## config.mk

```make
export PLATFORM = sky130hd
export DESIGN_NAME = image_stream_reader
export DESIGN_NICKNAME = d
export VERILOG_FILES = /design/src/rtl/image_stream_reader.sv
export SDC_FILE = /design/constraint.sdc
export NUM_CORES = 1
export LEC_CHECK = 0
export ABC_AREA = 0
export BUFFER_PORTS_ARGS = -buffer_cell sky130_fd_sc_hd__buf_2
export CELL_PAD_IN_SITES_DETAIL_PLACEMENT = 0
export CELL_PAD_IN_SITES_GLOBAL_PLACEMENT = 1
export CORE_MARGIN = 8
export CORE_UTILIZATION = 45
export DETAILED_ROUTE_END_ITERATION = 8
export GPL_TIMING_DRIVEN = 0
export PLACE_DENSITY = 0.77
export SLEW_MARGIN = 20
export SYNTH_ARGS = -nofsm -noshare
export SYNTH_HDL_FRONTEND = slang
export SYNTH_SLANG_ARGS = --single-unit
```

## constraint.sdc

```tcl
create_clock -name clk -period 9 [get_ports clk]
set_clock_uncertainty 0.05 [all_clocks]
set_input_delay 0.9 -clock clk [delete_from_list [all_inputs] [get_ports clk]]
set_output_delay 0.9 -clock clk [all_outputs]
set_load 0.03 [all_outputs]
```

## src/rtl/image_stream_reader.sv

```systemverilog
// Raster-order frame reader: 1-cycle RAM to valid/ready pixel stream with row blanking.
// Optional STREAM_READER_MARKERS_EN adds sof_o/eol_o pixel markers.
module image_stream_reader #(
  parameter int DATA_WIDTH = 8,
  parameter int IMG_W      = 32,
  parameter int IMG_H      = 32,
  parameter int ADDR_WIDTH = 10,
  parameter int HBLANK     = 2
) (
  input  logic                     clk,
  input  logic                     rst_n,
  input  logic                     start_i,
  input  logic                     ready_i,
  output logic                     mem_rd_en_o,
  output logic [ADDR_WIDTH-1:0]    mem_addr_o,
  input  logic [DATA_WIDTH-1:0]    mem_data_i,
  output logic [DATA_WIDTH-1:0]    data_o,
  output logic                     done_o,
  output logic [$clog2(IMG_H)-1:0] row_o,
  output logic [$clog2(IMG_W)-1:0] col_o,
`ifdef STREAM_READER_MARKERS_EN
  output logic                     sof_o,
  output logic                     eol_o,
`endif
  output logic                     busy_o,
  output logic                     frame_done_o
);

  localparam int RW = $clog2(IMG_H);
  localparam int CW = $clog2(IMG_W);
  localparam int HW = $clog2(HBLANK + 1);
  localparam logic [RW-1:0] LAST_R = RW'(IMG_H - 1);
  localparam logic [CW-1:0] LAST_C = CW'(IMG_W - 1);
  localparam logic [HW-1:0] HB_LAST = HW'(HBLANK - 1);

  typedef enum logic [2:0] {
    S_IDLE, S_READ, S_DRAIN, S_HBLANK, S_FINISH
  } state_t;

  typedef struct packed {
    logic [DATA_WIDTH-1:0] data;
    logic [RW-1:0]         row;
    logic [CW-1:0]         col;
`ifdef STREAM_READER_MARKERS_EN
    logic                  sof;
    logic                  eol;
`endif
  } ent_t;

  state_t state_q, state_d;
  logic [RW-1:0] row_q;
  logic [CW-1:0] col_q;
  logic [ADDR_WIDTH-1:0] addr_q;
  logic [HW-1:0] hb_q;
  logic infl_q;
  ent_t tag_q, push_e, e0_q, e1_q;
  logic [1:0] cnt_q;
  logic pop, rd;
  logic [2:0] pend;

  assign done_o = (cnt_q != 2'd0);
  assign pop = done_o && ready_i;
  // A pop this cycle frees a slot, which keeps reads back-to-back.
  assign pend = {1'b0, cnt_q} + {2'b0, infl_q} - {2'b0, pop};

  always_comb begin
    push_e = tag_q;
    push_e.data = mem_data_i;
  end

  // Frame sequencing: next state and read strobe.
  always_comb begin
    state_d = state_q;
    rd = 1'b0;
    frame_done_o = 1'b0;
    unique case (state_q)
      S_IDLE:
        if (start_i) state_d = S_READ;
      S_READ:
        if (pend < 3'd2) begin
          rd = 1'b1;
          if (col_q == LAST_C) state_d = S_DRAIN;
        end
      S_DRAIN:
        if (cnt_q == 2'd0 && !infl_q)
          state_d = (row_q == LAST_R) ? S_FINISH : S_HBLANK;
      S_HBLANK:
        if (hb_q == HB_LAST) state_d = S_READ;
      S_FINISH: begin
        frame_done_o = 1'b1;
        state_d = S_IDLE;
      end
      default: state_d = S_IDLE;
    endcase
  end

  // State register.
  always_ff @(posedge clk) begin
    if (!rst_n) state_q <= S_IDLE;
    else        state_q <= state_d;
  end

  // Read-side counters and the tag of the read in flight.
  always_ff @(posedge clk) begin
    if (!rst_n) begin
      row_q  <= '0;
      col_q  <= '0;
      addr_q <= '0;
      hb_q   <= '0;
      infl_q <= 1'b0;
      tag_q  <= '0;
    end else begin
      infl_q <= rd;
      if (state_q == S_IDLE && start_i) begin
        row_q  <= '0;
        col_q  <= '0;
        addr_q <= '0;
        hb_q   <= '0;
      end
      if (rd) begin
        addr_q    <= addr_q + 1'b1;
        tag_q.row <= row_q;
        tag_q.col <= col_q;
`ifdef STREAM_READER_MARKERS_EN
        tag_q.sof <= (row_q == '0) && (col_q == '0);
        tag_q.eol <= (col_q == LAST_C);
`endif
        if (col_q != LAST_C) col_q <= col_q + 1'b1;
      end
      if (state_q == S_HBLANK) begin
        if (hb_q == HB_LAST) begin
          hb_q  <= '0;
          row_q <= row_q + 1'b1;
          col_q <= '0;
        end else begin
          hb_q <= hb_q + 1'b1;
        end
      end
    end
  end

  // Two-entry output FIFO; e0 is always the head.
  always_ff @(posedge clk) begin
    if (!rst_n) begin
      cnt_q <= 2'd0;
      e0_q  <= '0;
      e1_q  <= '0;
    end else begin
      cnt_q <= cnt_q + {1'b0, infl_q} - {1'b0, pop};
      if (pop) e0_q <= e1_q;
      if (infl_q) begin
        if (cnt_q == 2'd2 || (cnt_q == 2'd1 && !pop)) e1_q <= push_e;
        else e0_q <= push_e;
      end
    end
  end

  assign mem_rd_en_o = rd;
  assign mem_addr_o  = addr_q;
  assign data_o      = e0_q.data;
  assign row_o       = e0_q.row;
  assign col_o       = e0_q.col;
  assign busy_o      = (state_q != S_IDLE);
`ifdef STREAM_READER_MARKERS_EN
  assign sof_o = done_o & e0_q.sof;
  assign eol_o = done_o & e0_q.eol;
`endif

endmodule

```

After elaboration in Yosys (flattened, before gate mapping)
Cells that the tools add are included.
W data, S select, Z words.
{ "word_totals": {"regBits": 74, "input_bits": 12, "elab_cells": 80} }
{ "classes": {"n_addsub": 8, "order_cmp": 1, "eq_ne": 15, "muxes": 26, "n_reduce_logical": 15} }
{ "op_table": {"columns": ["op", "count"], "rows": [
  ["$mux W18", 3],
  ["$mux W5", 8],
  ["$mux W10", 2],
  ["$mux W3", 6],
  ["$pmux W3 S4", 1],
  ["$add A10 B1 Y10 const B", 1],
  ["$add A5 B1 Y5 const B", 2],
  ["$eq A5 B5 Y1 const B", 2],
  ["$ne A2 B2 Y1 const B", 5],
  ["$eq A3 B2 Y1 const B", 2],
  ["$mux W2", 3],
  ["$reduce_bool A2 Y1", 3],
  ["$ne A5 B5 Y1 const B", 1],
  ["$reduce_and A5 Y1", 1],
  ["$eq A2 B1 Y1 const B", 2],
  ["$logic_and A1 B1 Y1", 4],
  ["$add A2 B1 Y3", 1],
  ["$eq A3 B1 Y1 const B", 1],
  ["$eq A3 B3 Y1 const B", 1],
  ["$logic_not A3 Y1", 1],
  ["$lt A3 B2 Y1 const B", 1],
  ["$mux W1", 3],
  ["$reduce_bool A3 Y1", 1],
  ["$sub A3 B1 Y3", 1],
  ["8 further kinds", 9]
]} }

Logic depth before layout (Yosys ltp)
Gate-level depths: netlist (run 1).
{ "logic_depth": {"word_depth": 9, "depth_mapped": 15, "mapped_depth_nobuf": 12} }

Worst setup path before layout (run 1)
OpenSTA, ideal clock, no wires.
{ "synth_timing": {"path_type": "input to output", "from": "in ready_i", "to": "out mem_rd_en_o", "arrival_time_ps": 3193, "t_required_ps": 8050, "slack_ps": 4857, "path_stages": 13, "n_path_buf": 3, "path_cell_list": "o21ai_0 buf_2 buf_4 inv_1 ha_1 inv_1 ha_1 inv_1 fa_1 and4bb_4 nand2_1 inv_1 buf_2"} }
{ "synth_between": {"elab_chain_len": 5} }
{ "synth_lines": {"columns": ["item", "line_no", "text"], "rows": [
  ["from (decl)", "13", "input logic ready_i,"],
  ["$logic_and A1 B1 Y1", "62", "assign pop = done_o && ready_i;"],
  ["$sub A3 B1 Y3", "64", "assign pend = {1'b0, cnt_q} + {2'b0, infl_q} - {2'b0, pop};"],
  ["$lt A3 B2 Y1", "80", "if (pend < 3'd2) begin"],
  ["$mux W1", "80", null],
  ["$mux W1", "76", "unique case (state_q)"],
  ["to (decl)", "14", "output logic mem_rd_en_o,"]
]} }
No other way between the ends.

Worst setup path after layout (run 1)
Ends and elaborated chain as after synthesis.

==> metrics, run 1 <==
status completed; vias in the first global route 2540; cell type with the largest total area after synthesis dfxtp_1; busiest grt layer met2; Fin Setup TNS 0 ns; Worst-Margin Slew 0.589 ns; worst hold slack 0.440 ns; hold buffer count at cts 0; Clock Pin Slew Worst Setup and Hold Paths ~0.08 ns; DRT iter0 DRCs just under 80; placed wire-length estimate 5.43 mm; DRT antenna net count 0; met2 Resource Use GR 0.249; crit path DAT ~3.8 ns; Via Count 2619; Main synth FF type dfxtp_1; Via-to-Cell Ratio just over 5; RSZ-0062 raised after global routing false; GRT overflow 0; Synth-to-Final Area Change 16.8%; die height 103 µm; Root Buffer Master clkbuf_8; Inserted Clock Buffers 9; Ys Warns 0; input/output buffers between 40 and 50; most common cell after layout, fill and taps aside dfxtp_1; io pins between 40 and 50; Antenna Cells 0; cells after synthesis 350; clock buffer depth 2; power per cell area 251 nW/µm²; worst setup path category input pin to primary output; FMAX 211 MHz; final WL 7.61 mm; final setup violating endpoints 0; area occupied by registers 1480 µm²; CTS tree yes; first-pass GRT wire length 12.8 mm; Die Area about 11000 µm²; drt first pass iters 4; Mapped Area 3380 µm²; worst-skew pair later-pin latency 0.35 ns; commonest cells after routing, fill and taps aside dfxtp_1, nand2_1, buf_2, mux2i_1, nor2b_1; Leakage 1.99 nW; Hold Crit Class flip-flop to flip-flop; #FFs+latches synth between 70 and 80; M3 GR Usage 0.0338; H-tree depth 3; FFs w/ async S/R, synth 0; Worst Setup End Kind primary output; startpoint types input pin; largest net degree at the start of global routing 15; core area around 7300 µm²; Yosys top cell area share 0.439; met1 Track Usage GR 0.197; EDFF count, synth 0; Filler cells 693; Slew Limit Fails 0; count of distinct cell types in the synthesized netlist a little under 50; synth top area cells dfxtp_1, mux2i_1, nand2_1, o211a_1, nor2b_1; Setup Buffers After CTS 0; global placer's final weighted congestion 0.751; Total Routing Usage GR 0.155; drt drc 0; final core utilization 0.544; initial core utilization 0.466; maxcap violations 0; Resized cells post-CTS 0; share of cells above drive strength 1 0.186; WL/cell 15.0 µm; Syn Nets between 300 and 400; clk sinks 74; min Tclk post-route 4.74 ns; worst path required time 8.05 ns; Syn Area/Cell ~9.7 µm²; Die W 103 µm; final worst-path cycle share 0.527; num rows 31; relative slew slack 0.607; Max FO, Critical Path 10; Final nets approximately 420; Fin. Hold Viols 0; Peak supply drop 98.3 µV; sequential share of the synthesized area 0.439; initial antenna violation count 0; Multi-input gate area roughly 1700 µm²
==> power breakdown <==
group | switching [mW] | leakage (nW) | total (mW) | internal [mW]
Clock | 0.135 | 0.118 | 0.302 | 0.167
Combinational | 0.198 | 1.28 | 0.309 | 0.111
Sequential | 0.0238 | 0.599 | 0.381 | 0.357
Total | 0.357 | 1.99 | 0.992 | 0.636
==> critical path, cell delays in order <==
cell	delay, ns
buf_2	0.10
o21ai_0	0.06
buf_2	0.33
buf_4	0.29
inv_1	0.07
ha_1	0.26
inv_1	0.05
ha_1	0.12
inv_1	0.04
fa_1	0.43
xnor2_1	0.35
nand2_1	0.18
inv_1	0.12
buf_2	0.23
buf_2	0.24
==> layer usage <==
metal | routed length [µm] | up-vias | share of wire
li1 | - | 1332 | -
met1 | 3660 | 1236 | 0.48
met2 | 3500 | 43 | 0.46
met3 | 335 | 8 | 0.044
met4 | 114 | 0 | 0.015
met5 | 0 | - | 0
==> per-stage QoR <==
| stage | cell area, µm² | instances | power (mW) | worst slack, ns |
|---|---|---|---|---|
| after CTS | 3950 | 507 | 1.00 | 4.22 |
| after global routing | 3950 | 507 | 1.05 | 3.95 |
| after detailed placement | 3710 | 491 | 0.701 | 4.22 |
| after global placement | 3710 | 491 | 0.696 | 4.19 |
| final | 3950 | 507 | 0.992 | 4.26 |
| after floorplan | 3380 | 350 | 0.619 | 4.86 |
==> Yosys cell counts (all sizes together), types with 4 or more instances <==
library cell / number
dfxtp: 74
nand2: 54
mux2i: 39
nor2b: 22
o211a: 18
a21boi: 15
nand3: 12
buf: 11
clkbuf: 10
a21oi: 9
inv: 8
ha: 7
nor2: 7
nor3: 7
o21ai: 6
xnor2: 5
and3: 4
nand2b: 4
nor4: 4
or3: 4
==> path summary, 6_finish.rpt <==
check / start / slack, ns / to / depth (start not counted)
worst min register to register: push_e[0]$_SDFFE_PN0N_ / 0.44 / push_e[0]$_SDFFE_PN0N_ / 2
worst min-delay path: push_e[0]$_SDFFE_PN0N_ / 0.44 / push_e[0]$_SDFFE_PN0N_ / 2
worst max register to register: cnt_q[1]$_SDFF_PN0_ / 5.47 / col_q[3]$_SDFF_PN0_ / 14
worst max-delay path: ready_i / 4.26 / mem_rd_en_o / 15
==> state kept, by name, summed over array words and instances, names as in the netlist, 3 cells and up <==
signal / flops
e1_q: 18
mem_addr_o: 10
push_e: 10
data_o: 8
col_o: 5
col_q: 5
row_o: 5
row_q: 5
state_q: 3
==> area by class of cell <==
type	instances	area share
buffer	21	0.0311
clock buffer	10	0.0349
clock inverter	6	0.0241
inverter	8	0.00761
multi-input combinational	247	0.442
sequential	74	0.376
tap	99	0.0314
timing repair buffer	42	0.0533
==> cell families after synthesis <==
group | Yosys count | share of synthesized area
AO/OA/AOI/OAI | 57 | 0.131
XOR/XNOR | 6 | 0.0178
adder cells (fa/ha/maj) | 8 | 0.0319
buffers and inverters | 29 | 0.0452
flip-flops | 74 | 0.439
multiplexers | 41 | 0.122
AND/OR/NAND/NOR | 135 | 0.213
Power figures use the tool's default switching activity.
==> run 2, diff against run 1 <==
CORE_UTILIZATION = 40   (was 45)
PLACE_DENSITY = 0.72   (was 0.77)
clock period = 3.9 ns   (was 9 ns; I/O delays follow)
==> run 2 against run 1 <==
  * Flip-flop and latch count did not move
  * Die area increased by 11%
  * Clock power rose by 110%
  * Critical endpoint unchanged
  * Largest cell class unchanged
==> metrics, run 2 (synthesis results as in run 1) <==
Top cell by count, worst path inv_1; final worst-path cycle share 0.926; vias in the first global route 2670; Logic pwr share 0.325; placed insts 497; clock share of power 0.280; worst setup path category flip-flop to primary output; global placer's final weighted congestion 0.759; Internal Power 1.41 mW; clock buffer depth 2; maxcap violations 0; status completed; total net switching power about 0.8 mW; Via Count 2615; crit path DAT between 3 and 4 ns; post-placement cell area 3720 µm²; RSZ-0062 raised after global routing false; Total Power 2.24 mW; Synth-to-Final Area Change 16.9%; Total Routing Usage GR 0.141; min Tclk post-route 3.61 ns; die height 108 µm; worst path required time 3.46 ns; initial antenna violation count 0; Slew Limit Fails 0; Place WS -0.00267 ns; final WL 7.65 mm; Fin. Hold Viols 0; WL/cell approximately 15 µm; commonest cells after routing, fill and taps aside dfxtp_1, nand2_1, buf_2, mux2i_1, nor2b_1; Final nets approximately 420; Inserted Clock Buffers 9; post-layout worst setup margin just under 0.3 ns; drt drc 0; power per cell area about 570 nW/µm²; H-tree depth 3; worst-skew pair later-pin latency roughly 0.34 ns; Root Buffer Master clkbuf_8; Clock Pin Slew Worst Setup and Hold Paths 0.09 ns; Leakage 1.99 nW; initial core utilization 0.411; GRT overflow 0; startpoint types flip-flop; Top Family by Delay on Critical Path adder cells; first-pass GRT wire length 13.2 mm; largest net degree at the start of global routing 19; placed wire-length estimate 5.53 mm; share of cells above drive strength 1 0.191; clk sinks between 70 and 80; input/output buffers 42; Via-to-Cell Ratio between 5 and 6; Sw Ratio 0.367; Worst-Margin Slew 0.580 ns; crit-path max cell delay roughly 0.56 ns; Final Non-Filler Cells between 500 and 600; drt first pass iters 4; Worst Setup End Kind primary output; relative slew slack 0.614; DRT iter0 DRCs 105; num rows 33; io pins 44; final setup violating endpoints 0; CP max stage cell fa_1; DRT antenna net count 0; Antenna Cells 0; Peak supply drop 303 µV; Sequential Power Share 0.394; Die W 108 µm; crit-path cells o21ai_0 > buf_6 > inv_1 > ha_1 > inv_1 > ha_1 > inv_1 > fa_1 > and4bb_4 > nand2_1 > inv_1 > buf_2 > buf_2; max reg flops 18; post-route cell area 3950 µm²; Reg with most FFs e1_q; most common cell after layout, fill and taps aside dfxtp_1; core area 8220 µm²; Die Area 11600 µm²; Max FO, Critical Path 10; FMAX 277 MHz; Hold Crit Class input pin to flip-flop; final core utilization 0.480; WP buf/inv 7; CTS tree yes
-- run 2: timing repair --
item | in CTS | in global routing
gates resized for setup | 3 | 1
buffers inserted | 1 | 0
cloned | 0 | 0
endpoints found under the setup margin | 1 | 1
hold buffers | 0 | 0
endpoints found under the hold margin | 0 | 0
-- run 2: metrics by stage --
stage	hold slack, ns	TNS (ns)
floorplan	0.393	0
global placement	0.418	0
detailed placement	0.434	-0.00267
CTS	0.232	0
global route	0.230	0
finish	0.243	0
-- run 2: metal layers --
layer	GRT usage	vias up	part of all wire
met5	0	-	0
met4	0.0466	0	0.012
met3	0.0413	10	0.056
met2	0.235	51	0.45
met1	0.171	1219	0.48
li1	-	1335	-
-- run 2: worst paths after layout --
kind / startpoint / endpoint / slack (ns) / cells after the start
worst max-delay path: cnt_q[1]$_SDFF_PN0_ / mem_rd_en_o / 0.29 / 13
worst max register to register: cnt_q[1]$_SDFF_PN0_ / mem_addr_o[8]$_SDFFE_PN0P_ / 0.88 / 12
worst min-delay path: mem_data_i[1] / data_o[1]$_SDFF_PN0_ / 0.24 / 2
worst min register to register: mem_addr_o[9]$_SDFFE_PN0P_ / mem_addr_o[9]$_SDFFE_PN0P_ / 0.43 / 2
-- run 2: worst register-to-register path, delay by kind of cell (launching register included) --
kind                       cells  cell delay, ns
adders and majority gates      3            0.95
and+or+nand+nor                3            0.91
DFF                            1            0.39
AOI/OAI and AO/OA              2            0.38
buffers and inverters          4            0.27
-- run 2: power groups by stage --
stage          clock network, mW  registers (mW)  logic [mW]
2_1_floorplan                  0           0.980       0.449
3_3_place_gp                   0           0.895       0.717
3_5_place_dp                   0           0.898       0.724
4_1_cts                    0.642           0.881       0.739
5_1_grt                    0.680           0.893       0.808
6_report                   0.626           0.882       0.727
-- run 2: layout make-up --
class | count | area [µm²]
well taps | 105 | 131
repair buffers | 43 | 218
clock buffers | 10 | 138
flip-flops and latches | 74 | 1480
multi-input cells | 247 | 1750
clock inverters | 6 | 75.1
plain buffers | 20 | 121
fillers | 829 | 4270
inverters | 8 | 30.0
==> run 3, diff against run 2 <==
CORE_UTILIZATION = 44   (was 40)
PLACE_DENSITY = 0.76   (was 0.72)
clock period = 4.1 ns   (was 3.9 ns; I/O delays follow)
==> run 3 against run 2 <==
  * Die area is 7.8% lower
  * Register-to-register slack better by 0.06 ns
  * Global-route usage is 0.30 points higher
  * Core utilization is 3.6 points higher
  * Routed wire length is 2.1% lower
  * First-iteration DRC count is 35% lower
  * Critical path depth stayed put
  * Critical endpoint unchanged
==> metrics, run 3 (synthesis results as in run 1) <==
Reg2Reg Setup Slack 0.94 ns; Hold Crit Class input pin to flip-flop; Top cell by count, worst path inv_1; Die W approximately 100 µm; Antenna Cells 0; Synth-to-Final Area Change 15.7%; vias in the first global route 2641; clk sinks 74; DRT iter0 DRCs 68; final setup violating endpoints 0; largest net degree at the start of global routing 20; final worst-path cycle share 0.918; Leakage 1.97 nW; num rows 32; Sw Ratio 0.377; DRT antenna net count 0; total net switching power roughly 0.76 mW; Worst-Margin Slew 0.555 ns; Root Buffer Master clkbuf_8; Clock Pin Slew Worst Setup and Hold Paths 0.09 ns; Filler cells 740; Logic pwr share 0.343; min Tclk post-route 3.76 ns; relative slew slack 0.630; Top Family by Delay on Critical Path buffers and inverters; area occupied by registers 1480 µm²; input/output buffers 42; WP buf/inv 7; Final nets 424; startpoint types flip-flop; Max FO, Critical Path 10; drt drc 0; clock buffer depth 2; Internal Power 1.26 mW; io pins 44; clock share of power 0.244; Inserted Clock Buffers 9; Via-to-Cell Ratio 5.14; Total Routing Usage GR 0.144; drt first pass iters 4; power per cell area 519 nW/µm²; Reg with most FFs e1_q; final WL between 7 and 8 mm; H-tree depth 3; worst-skew pair later-pin latency 0.34 ns; Die Area 10700 µm²; Place WS ~0.26 ns; R2R Path End mem_addr_o[8]$_SDFFE_PN0P_; hold buffer count at cts 0; RSZ-0062 raised after global routing false; placed wire-length estimate 5.43 mm; Sequential Power Share 0.413; Multi-input gate area 1750 µm²; global placer's final weighted congestion 0.727; Peak supply drop 185 µV; commonest cells after routing, fill and taps aside dfxtp_1, nand2_1, buf_2, mux2i_1, nor2b_1; Fin Setup TNS 0 ns; worst hold slack 0.269 ns; die height 104 µm; Via Count between 2000 and 3000; CP max stage cell dfxtp_1; CTS tree yes; placed insts 494; crit path DAT ~3.3 ns; maxcap violations 0; reg2reg start cnt_q[1]$_SDFF_PN0_; FMAX 266 MHz; status completed; Reg2Reg Depth 12; Worst Min Path Start mem_data_i[1]; Total Power 2.03 mW; Worst Setup End Kind primary output; worst setup path category flip-flop to primary output; Worst Hold Path EP data_o[1]$_SDFF_PN0_; core area ~7600 µm²; worst path required time between 3 and 4 ns; crit-path cells o21ai_0 > clkbuf_8 > inv_1 > ha_1 > inv_1 > ha_1 > inv_1 > fa_1 > and4bb_4 > nand2_1 > inv_1 > buf_2 > buf_2; Fin. Hold Viols 0; most common cell after layout, fill and taps aside dfxtp_1; first-pass GRT wire length 12.8 mm; post-layout worst setup margin between 0.3 and 0.4 ns; hold path depth 2; max reg flops 18; initial core utilization 0.446; WL/cell 14.7 µm; share of cells above drive strength 1 0.191; Final Non-Filler Cells around 510; crit-path max cell delay 0.59 ns; Slew Limit Fails 0; GRT overflow 0; initial antenna violation count 0
[run 3: cell count changes in the layout (fill, tap and decap cells not counted), sizes merged]
| cell | change |
|---|---|
| clkinvlp | +1 |
| clkinv | +1 |
| bufinv | -1 |
[run 3: how the worst max path moves through the flow]
stage,startpoint,to,slack (ns),cells past startpoint
floorplan,cnt_q[1]$_SDFF_PN0_,mem_rd_en_o,0.85,13
global placement,cnt_q[1]$_SDFF_PN0_,mem_rd_en_o,0.24,14
detailed placement,cnt_q[1]$_SDFF_PN0_,mem_rd_en_o,0.26,14
CTS,cnt_q[1]$_SDFF_PN0_,mem_rd_en_o,0.09,13
global route,cnt_q[1]$_SDFF_PN0_,mem_rd_en_o,0.03,13
finish,cnt_q[1]$_SDFF_PN0_,mem_rd_en_o,0.34,13
[run 3: power groups by stage]
stage               Combinational, mW  Sequential [mW]  Clock, mW
detailed placement              0.692            0.852          0
CTS                             0.699            0.837      0.506
floorplan                       0.427            0.932          0
global route                    0.772            0.847      0.539
finish                          0.695            0.836      0.495
global placement                0.684            0.851          0
[run 3: repair_timing]
action | in CTS | in global routing
pin swaps | 0 | 0
cloned | 0 | 0
buffers inserted | 0 | 2
gates resized for setup | 2 | 2
setup endpoints to repair | 1 | 1
[run 3: layout make-up]
type / count / area share
clock inverters: 7 / 0.0112
clock buffers: 9 / 0.0317
multi-input cells: 247 / 0.448
plain buffers: 20 / 0.0317
flip-flops and latches: 74 / 0.379
repair buffers: 44 / 0.0576
well taps: 102 / 0.0327
inverters: 8 / 0.00768
[run 3: worst reg2reg max path, stage by stage (launching register included)]
cell and delay, ns:
dfxtp_1 0.59, o21ai_0 0.18, clkbuf_8 0.17, inv_1 0.05, ha_1 0.21, inv_1 0.05
ha_1 0.12, inv_1 0.05, fa_1 0.57, and4bb_4 0.28, nand3_2 0.13, or4_1 0.49
a21boi_1 0.16
[run 3: routing by layer]
metal | global-route usage | vias to the layer above | wire [µm]
li1 | - | 1348 | -
met5 | 0 | - | 0
met3 | 0.0341 | 6 | 312
met2 | 0.238 | 52 | 3500
met1 | 0.175 | 1219 | 3600
met4 | 0.0598 | 0 | 75
[run 3: through the flow]
step | area [µm²] | util
after floorplan | 3380 | -
after global placement | 3720 | 0.491
after detailed placement | 3720 | 0.491
after CTS | 3890 | 0.514
after global routing | 3910 | 0.516
final | 3910 | 0.516
